[config.mk]
export PLATFORM = sky130hd
export DESIGN_NAME = line_arb
export DESIGN_NICKNAME = d
export VERILOG_FILES = /design/src/rtl/line_arb_pkg.sv /design/src/rtl/line_arb_rr_pick3.sv /design/src/rtl/line_arb.sv
export SDC_FILE = /design/constraint.sdc
export NUM_CORES = 1
export LEC_CHECK = 0
export ABC_CLOCK_PERIOD_IN_PS = 1800
export CAP_MARGIN = 20
export CORE_MARGIN = 10
export CORE_UTILIZATION = 35
export CTS_CLUSTER_DIAMETER = 120
export DETAILED_ROUTE_END_ITERATION = 7
export GPL_TIMING_DRIVEN = 0
export PLACE_DENSITY = 0.84
export SLEW_MARGIN = 40
export SYNTH_ARGS = -nofsm -noshare
export SYNTH_HDL_FRONTEND = slang
export SYNTH_SLANG_ARGS = --single-unit
[constraint.sdc]
create_clock -name clk -period 1.8 [get_ports clk]
set_clock_uncertainty 0.2 [all_clocks]
set_input_delay 0.27 -clock clk [delete_from_list [all_inputs] [get_ports clk]]
set_output_delay 0.27 -clock clk [all_outputs]
set_load 0.1 [all_outputs]
[src/rtl/line_arb_pkg.sv]
// Shared definitions for the qspi line-transfer arbiter: FSM states,
// requester indices, qspi device-select codes and the device-select rule.
package line_arb_pkg;

  typedef enum logic [1:0] {
    ST_IDLE = 2'd0,
    ST_BUSY = 2'd1,
    ST_DONE = 2'd2
  } state_t;

  // Requester positions in req/gnt vectors and the round-robin pointer
  localparam logic [1:0] REQ_I = 2'd0;
  localparam logic [1:0] REQ_D = 2'd1;
  localparam logic [1:0] REQ_X = 2'd2;

  // qspi device-select codes
  localparam logic [1:0] MEM_FLASH  = 2'd0;
  localparam logic [1:0] MEM_PSRAM0 = 2'd1;
  localparam logic [1:0] MEM_PSRAM1 = 2'd2;

  // Device select for a transfer, from the ROM mapping mode and transfer attributes
  function automatic logic [1:0] mem_code(input logic [1:0] rom_mode,
                                          input logic       msb,
                                          input logic       i_d,
                                          input logic       write);
    logic [1:0] code;
    code = MEM_FLASH;
    case (rom_mode)
      2'b00:   code = msb ? MEM_PSRAM1 : MEM_FLASH;
      2'b01:   code = MEM_FLASH;
      2'b10:   code = msb ? MEM_PSRAM0 : MEM_FLASH;
      default: code = (i_d | ~write) ? MEM_PSRAM0 : MEM_FLASH;
    endcase
    return code;
  endfunction

  // Next requester in the i -> d -> x -> i rotation
  function automatic logic [1:0] next_idx(input logic [1:0] idx);
    return (idx == REQ_X) ? REQ_I : idx + 2'd1;
  endfunction

endpackage

[src/rtl/line_arb_rr_pick3.sv]
// Combinational three-way round-robin picker with a d-follow override.
// Returns a one-hot winner (or zero when nobody requests).
module line_arb_rr_pick3
  import line_arb_pkg::*;
(
  input  logic [2:0] req,
  input  logic [1:0] rr_ptr,
  input  logic       d_follow,
  output logic [2:0] win
);

  logic [1:0] pos [3];

  // Requester index visited at each rotation offset, starting at rr_ptr
  assign pos[0] = rr_ptr;
  generate
    for (genvar gi = 1; gi < 3; gi++) begin : g_pos
      assign pos[gi] = next_idx(pos[gi-1]);
    end
  endgenerate

  // First requesting position in rotation order wins, unless a fill must follow a writeback
  always_comb begin
    win = 3'b000;
    if (d_follow && req[REQ_D]) begin
      win[REQ_D] = 1'b1;
    end else if (req[pos[0]]) begin
      win[pos[0]] = 1'b1;
    end else if (req[pos[1]]) begin
      win[pos[1]] = 1'b1;
    end else if (req[pos[2]]) begin
      win[pos[2]] = 1'b1;
    end
  end

endmodule

[src/rtl/line_arb.sv]
// Owns the single qspi line-transfer engine and hands it to the icache,
// dcache or aux port in turn: grant, qspi request, wait for completion,
// then a one-cycle done pulse to the owner.
module line_arb
  import line_arb_pkg::*;
#(
  parameter  int PA          = 24,
  parameter  int LINE_LENGTH = 4,
  localparam int TW          = PA - $clog2(LINE_LENGTH)
) (
  input  logic          clk,
  input  logic          reset,
  input  logic [1:0]    rom_mode,
  input  logic          i_req,
  input  logic [TW-1:0] i_tag,
  output logic          i_done,
  input  logic          d_req,
  input  logic          d_write,
  input  logic [TW-1:0] d_tag,
  output logic          d_done,
  input  logic          x_req,
  input  logic          x_write,
  input  logic [TW-1:0] x_tag,
  output logic          x_done,
  output logic [2:0]    gnt,
  output logic          q_req,
  output logic          q_i_d,
  output logic          q_write,
  output logic [1:0]    q_mem,
  output logic [TW-1:0] q_paddr,
  input  logic          q_done
);

  state_t        state_reg;
  logic [1:0]    rr_ptr_reg;
  logic          d_follow_reg;

  logic [2:0]    req_vec;
  logic [2:0]    win;
  logic [1:0]    win_idx;
  logic [TW-1:0] sel_tag;
  logic          sel_write;
  logic [1:0]    sel_mem;

  assign req_vec = {x_req, d_req, i_req};

  line_arb_rr_pick3 u_pick (
    .req      (req_vec),
    .rr_ptr   (rr_ptr_reg),
    .d_follow (d_follow_reg),
    .win      (win)
  );

  // Steer the winner's tag and direction toward the qspi request registers
  always_comb begin
    sel_tag   = i_tag;
    sel_write = 1'b0;
    win_idx   = REQ_I;
    if (win[REQ_D]) begin
      sel_tag   = d_tag;
      sel_write = d_write;
      win_idx   = REQ_D;
    end else if (win[REQ_X]) begin
      sel_tag   = x_tag;
      sel_write = x_write;
      win_idx   = REQ_X;
    end
  end

  assign sel_mem = mem_code(rom_mode, sel_tag[TW-1], win[REQ_I], sel_write);

  // Transfer sequencer: latch a winner in IDLE, hold it through BUSY, pulse done on the way back
  always_ff @(posedge clk) begin
    if (reset) begin
      state_reg    <= ST_IDLE;
      gnt          <= 3'b000;
      q_req        <= 1'b0;
      q_i_d        <= 1'b0;
      q_write      <= 1'b0;
      q_mem        <= MEM_FLASH;
      q_paddr      <= '0;
      i_done       <= 1'b0;
      d_done       <= 1'b0;
      x_done       <= 1'b0;
      rr_ptr_reg   <= REQ_I;
      d_follow_reg <= 1'b0;
    end else begin
      i_done <= 1'b0;
      d_done <= 1'b0;
      x_done <= 1'b0;
      case (state_reg)
        ST_IDLE: begin
          if (|req_vec) begin
            state_reg    <= ST_BUSY;
            gnt          <= win;
            q_req        <= 1'b1;
            q_i_d        <= win[REQ_I];
            q_write      <= sel_write;
            q_mem        <= sel_mem;
            q_paddr      <= sel_tag;
            rr_ptr_reg   <= next_idx(win_idx);
            d_follow_reg <= 1'b0;
          end
        end
        ST_BUSY: begin
          if (q_done) begin
            state_reg <= ST_DONE;
            gnt       <= 3'b000;
            q_req     <= 1'b0;
            q_i_d     <= 1'b0;
            q_write   <= 1'b0;
            q_mem     <= MEM_FLASH;
            q_paddr   <= '0;
            i_done    <= gnt[REQ_I];
            d_done    <= gnt[REQ_D];
            x_done    <= gnt[REQ_X];
            // A completed writeback earns the dcache the next slot for its fill
            if (gnt[REQ_D] && q_write) begin
              d_follow_reg <= 1'b1;
            end
          end
        end
        ST_DONE: begin
          state_reg <= ST_IDLE;
        end
        default: begin
          state_reg <= ST_IDLE;
        end
      endcase
    end
  end

endmodule

==> run summary <==
The checks that failed: negative setup slack. IR analysis of the VDD net gives a maximum drop of 406 µV. The number of global-route vias before repair is 2218. Yosys printed 0 warnings. The portion of the clock cycle consumed by the worst path in the final layout is 1.02. The effective utilization at floorplan is 0.361. The total of flip-flops plus latches after synthesis is 37.

The storage element area is 751 µm². The worst setup timing slack at the placement stage is -0.599 ns. The vertical die dimension came out at 95.6 µm.

The total of fill cells in the finished design came out at 522. Detailed placement finished with a half-perimeter wire length of 5550 µm. The count of hold-fix buffers inserted at cts came out at 0. The total number of H-tree levels came out at 2. TritonCTS built the clock tree. Headroom to the max-slew limit came out at 0.662. Setup repair after global routing could not meet its margin everywhere.

The worst register-to-register path begins at rr_ptr_reg[0]$_SDFFE_PP0P_. Data on the critical path is required at its endpoint by 1.76 ns. The number of max-slew violations in the final report is 0. The wire length per cell after detailed routing came out at 16.8 µm. In this run the critical register-to-register path is captured at q_paddr[4]$_SDFFE_PP0P_. Synthesis produced a netlist with a net count of 306. The number of library cell types mapped by synthesis is 42. The number of ports placed on the die boundary is 109. The clock transition time at the flip-flop clock pins of the worst setup and hold paths came out at 0.07 ns. The initial DRC count is 82. Subtracting the final worst setup slack from the clock period gives 1.84 ns. The placement-stage cell area is 0.00300 mm². The count of cells along the worst register-to-register path came out at 7. The total routed wirelength is 7050 µm. The total via count in the routed design came out at 2199. After detailed routing, the number of vias per cell comes to 5.22.

The flip-flop count of the largest register after layout is 22. The maximum net fanout on the critical path is 10. Summed over all cells, the static leakage comes to 1.37 nW. The clock network latency to the later pin of the worst-skew pair came out at 0.29 ns. The x dimension of the die came out at 95.6 µm.

The post-synthesis sequential area ratio came out at 0.371. For this run, the leading register cell type out of synthesis is sky130_fd_sc_hd__dfxtp_1. The routability congestion estimate is 0.836. The largest area contributor in the synthesized netlist is sky130_fd_sc_hd__dfxtp_1.

The number of I/O port buffers came out at 107. Sorting the synthesized cells by area gives the leading types as sky130_fd_sc_hd__dfxtp_1 37%, sky130_fd_sc_hd__a21boi_0 8.3%, sky130_fd_sc_hd__and3_1 6.9%, sky130_fd_sc_hd__a21oi_1 6.8%, sky130_fd_sc_hd__a22oi_1 5.6%. Derived from the worst setup path, the maximum achievable clock frequency is 543 MHz. The transition time of the tightest slew-check pin came out at 0.511 ns.

The worst setup path is launched from a flip-flop. Ranked by flip-flop count, first place goes to q_paddr. In the final layout, the share of cells above drive strength 1 is 0.287. The number of maximum-capacitance constraint violations is 0. The wire length of the first global-routing pass came out at 10700 µm. The DRC violation count after routing is 0. Averaged over all synthesized cells, the footprint is 8.69 µm². The async set or reset register ratio after synthesis is 0. Leaving out fill and tap cells, the most frequent cell in the layout is sky130_fd_sc_hd__clkdlybuf4s50_1.

Counting every sink on the clock net gives 37. The class of the most critical setup path is flip-flop to flip-flop. Once routing completed, OpenROAD measured the worst setup slack at -0.0419 ns. The root buffer cell chosen for the clock tree is sky130_fd_sc_hd__clkbuf_8. The cell area after layout is 0.00325 mm².

The run finished, with violations left. Setup violations remaining at the end of the flow were counted as 9. The worst hold path belongs to the class flip-flop to flip-flop.

The worst hold path passes through 2 cells. The die footprint came out at 0.00913 mm². The area share of the largest cell type after synthesis is 0.371. In the layout the commonest cells are 71 x sky130_fd_sc_hd__clkdlybuf4s50_1, 37 x sky130_fd_sc_hd__buf_2, 33 x sky130_fd_sc_hd__dfxtp_1. Entering global routing, the biggest net connects 12 pins. The slack of the worst reg-to-reg path came out at -0.04 ns. Clock tree synthesis inserted a total of 5 buffers. The aggregate negative setup slack is -0.175 ns. The power per cell area is 853 mW/mm². For hold timing, the worst endpoint is q_paddr[21]$_SDFFE_PP0P_. In this run, synthesis inferred 0 flip-flops with an integrated enable. Across every metal layer, demand over resource in global routing totals 0.148.

The area of the multi-input gates came out at 0.00117 mm². STA classifies the critical path endpoint as a flip-flop. The cell count after synthesis came out at 230. The detail route stage leaves a number of antenna-violating nets equal to 0.

The initial antenna violation count is 0. The number of core rows came out at 27. The largest registers in the layout are q_paddr x22, gnt x3. The overflow left after global routing came out at 0. STA puts the critical path data arrival time at 1.81 ns. The hold violation total from the final report came out at 0. In this run the most critical hold path is launched from q_paddr[21]$_SDFFE_PP0P_. The longest clock path from root to sink contains 2 buffers.

The first-pass iteration count of the detailed router came out at 4. The minimum hold slack is 0.247 ns. The mapped cell area came out at 0.00200 mm². The total core area came out at 0.00554 mm². The net count of the finished layout is 424. The count of inserted antenna diode cells is 0. The post-synthesis to final-layout area growth is 62.7%.
==> report_power, final <==
group | internal (mW) | switching [mW] | leakage, nW
Combinational | 0.400 | 0.795 | 1.01
Sequential | 0.891 | 0.0468 | 0.306
Clock | 0.346 | 0.294 | 0.0542
==> through the flow <==
step / instances / power [mW] / util
2_1_floorplan: 230 / 1.75 / -
3_3_place_gp: 409 / 2.12 / 0.570
3_5_place_dp: 409 / 2.07 / 0.541
4_1_cts: 420 / 2.75 / 0.574
5_1_grt: 421 / 2.90 / 0.587
6_report: 421 / 2.77 / 0.587
==> routing by layer <==
layer,vias to the layer above,global-route usage,share of wire
met2,75,0.244,0.49
met1,1027,0.160,0.38
li1,1085,-,-
met3,12,0.0746,0.11
met5,-,0,0
met4,0,0.0541,0.019
==> cell type report <==
class,count,share of cell area
multi-input cells,166,0.359
repair buffers,111,0.287
flip-flops and latches,37,0.231
plain buffers,23,0.0604
clock buffers,7,0.0296
well taps,72,0.0277
inverters,4,0.00462
clock inverters,1,0.00154
==> cell families after synthesis <==
family / Yosys count / share of synthesized area
AO/OA/AOI/OAI: 105 / 0.370
buffers and inverters: 27 / 0.0883
flip-flops: 37 / 0.371
AND/OR/NAND/NOR: 61 / 0.171
==> worst max-delay path, stage by stage (launching register included) <==
cell	delay, ns
sky130_fd_sc_hd__dfxtp_4	0.38
sky130_fd_sc_hd__and4bb_4	0.24
sky130_fd_sc_hd__a311oi_4	0.30
sky130_fd_sc_hd__buf_4	0.18
sky130_fd_sc_hd__nor2_2	0.05
sky130_fd_sc_hd__buf_4	0.17
sky130_fd_sc_hd__o21ai_1	0.11
sky130_fd_sc_hd__a21oi_1	0.08
==> cell usage after synthesis, types with 2 or more instances <==
cell                       count
sky130_fd_sc_hd__clkbuf_1     11
sky130_fd_sc_hd__buf_2         4
sky130_fd_sc_hd__and2_1        3
sky130_fd_sc_hd__nand2b_1      3
sky130_fd_sc_hd__a21oi_1      27
sky130_fd_sc_hd__and3_1       22
sky130_fd_sc_hd__nor2b_1       2
sky130_fd_sc_hd__inv_1         4
sky130_fd_sc_hd__nand2_1      10
sky130_fd_sc_hd__o21ai_1       4
sky130_fd_sc_hd__nor3_1        2
sky130_fd_sc_hd__clkbuf_8      2
sky130_fd_sc_hd__nand3_1       3
sky130_fd_sc_hd__dfxtp_1      37
sky130_fd_sc_hd__a22oi_2       8
sky130_fd_sc_hd__nor2_1       10
sky130_fd_sc_hd__a21boi_0     22
sky130_fd_sc_hd__a22oi_1      15
sky130_fd_sc_hd__o21ai_0      18
==> timing repair <==
item                                    in CTS  in global routing
endpoints found under the setup margin      31                 25
gates cloned                                 0                  0
pin swaps                                    1                  1
setup buffers                                3                  1
gates resized for setup                     29                 48
==> how the worst max path moves through the flow <==
stage | to | slack (ns) | cells past startpoint | from
finish | q_paddr[4]$_SDFFE_PP0P_ | -0.04 | 7 | rr_ptr_reg[0]$_SDFFE_PP0P_
global route | q_paddr[12]$_SDFFE_PP0P_ | -0.1 | 6 | rr_ptr_reg[0]$_SDFFE_PP0P_
CTS | q_paddr[4]$_SDFFE_PP0P_ | 0.0003 | 7 | rr_ptr_reg[0]$_SDFFE_PP0P_
detailed placement | q_paddr[17]$_SDFFE_PP0P_ | -0.60 | 8 | d_req
global placement | q_paddr[16]$_SDFFE_PP0P_ | -0.57 | 8 | d_req
floorplan | q_paddr[3]$_SDFFE_PP0P_ | 0.02 | 6 | rr_ptr_reg[0]$_SDFFE_PP0P_
Power figures use the tool's default switching activity.
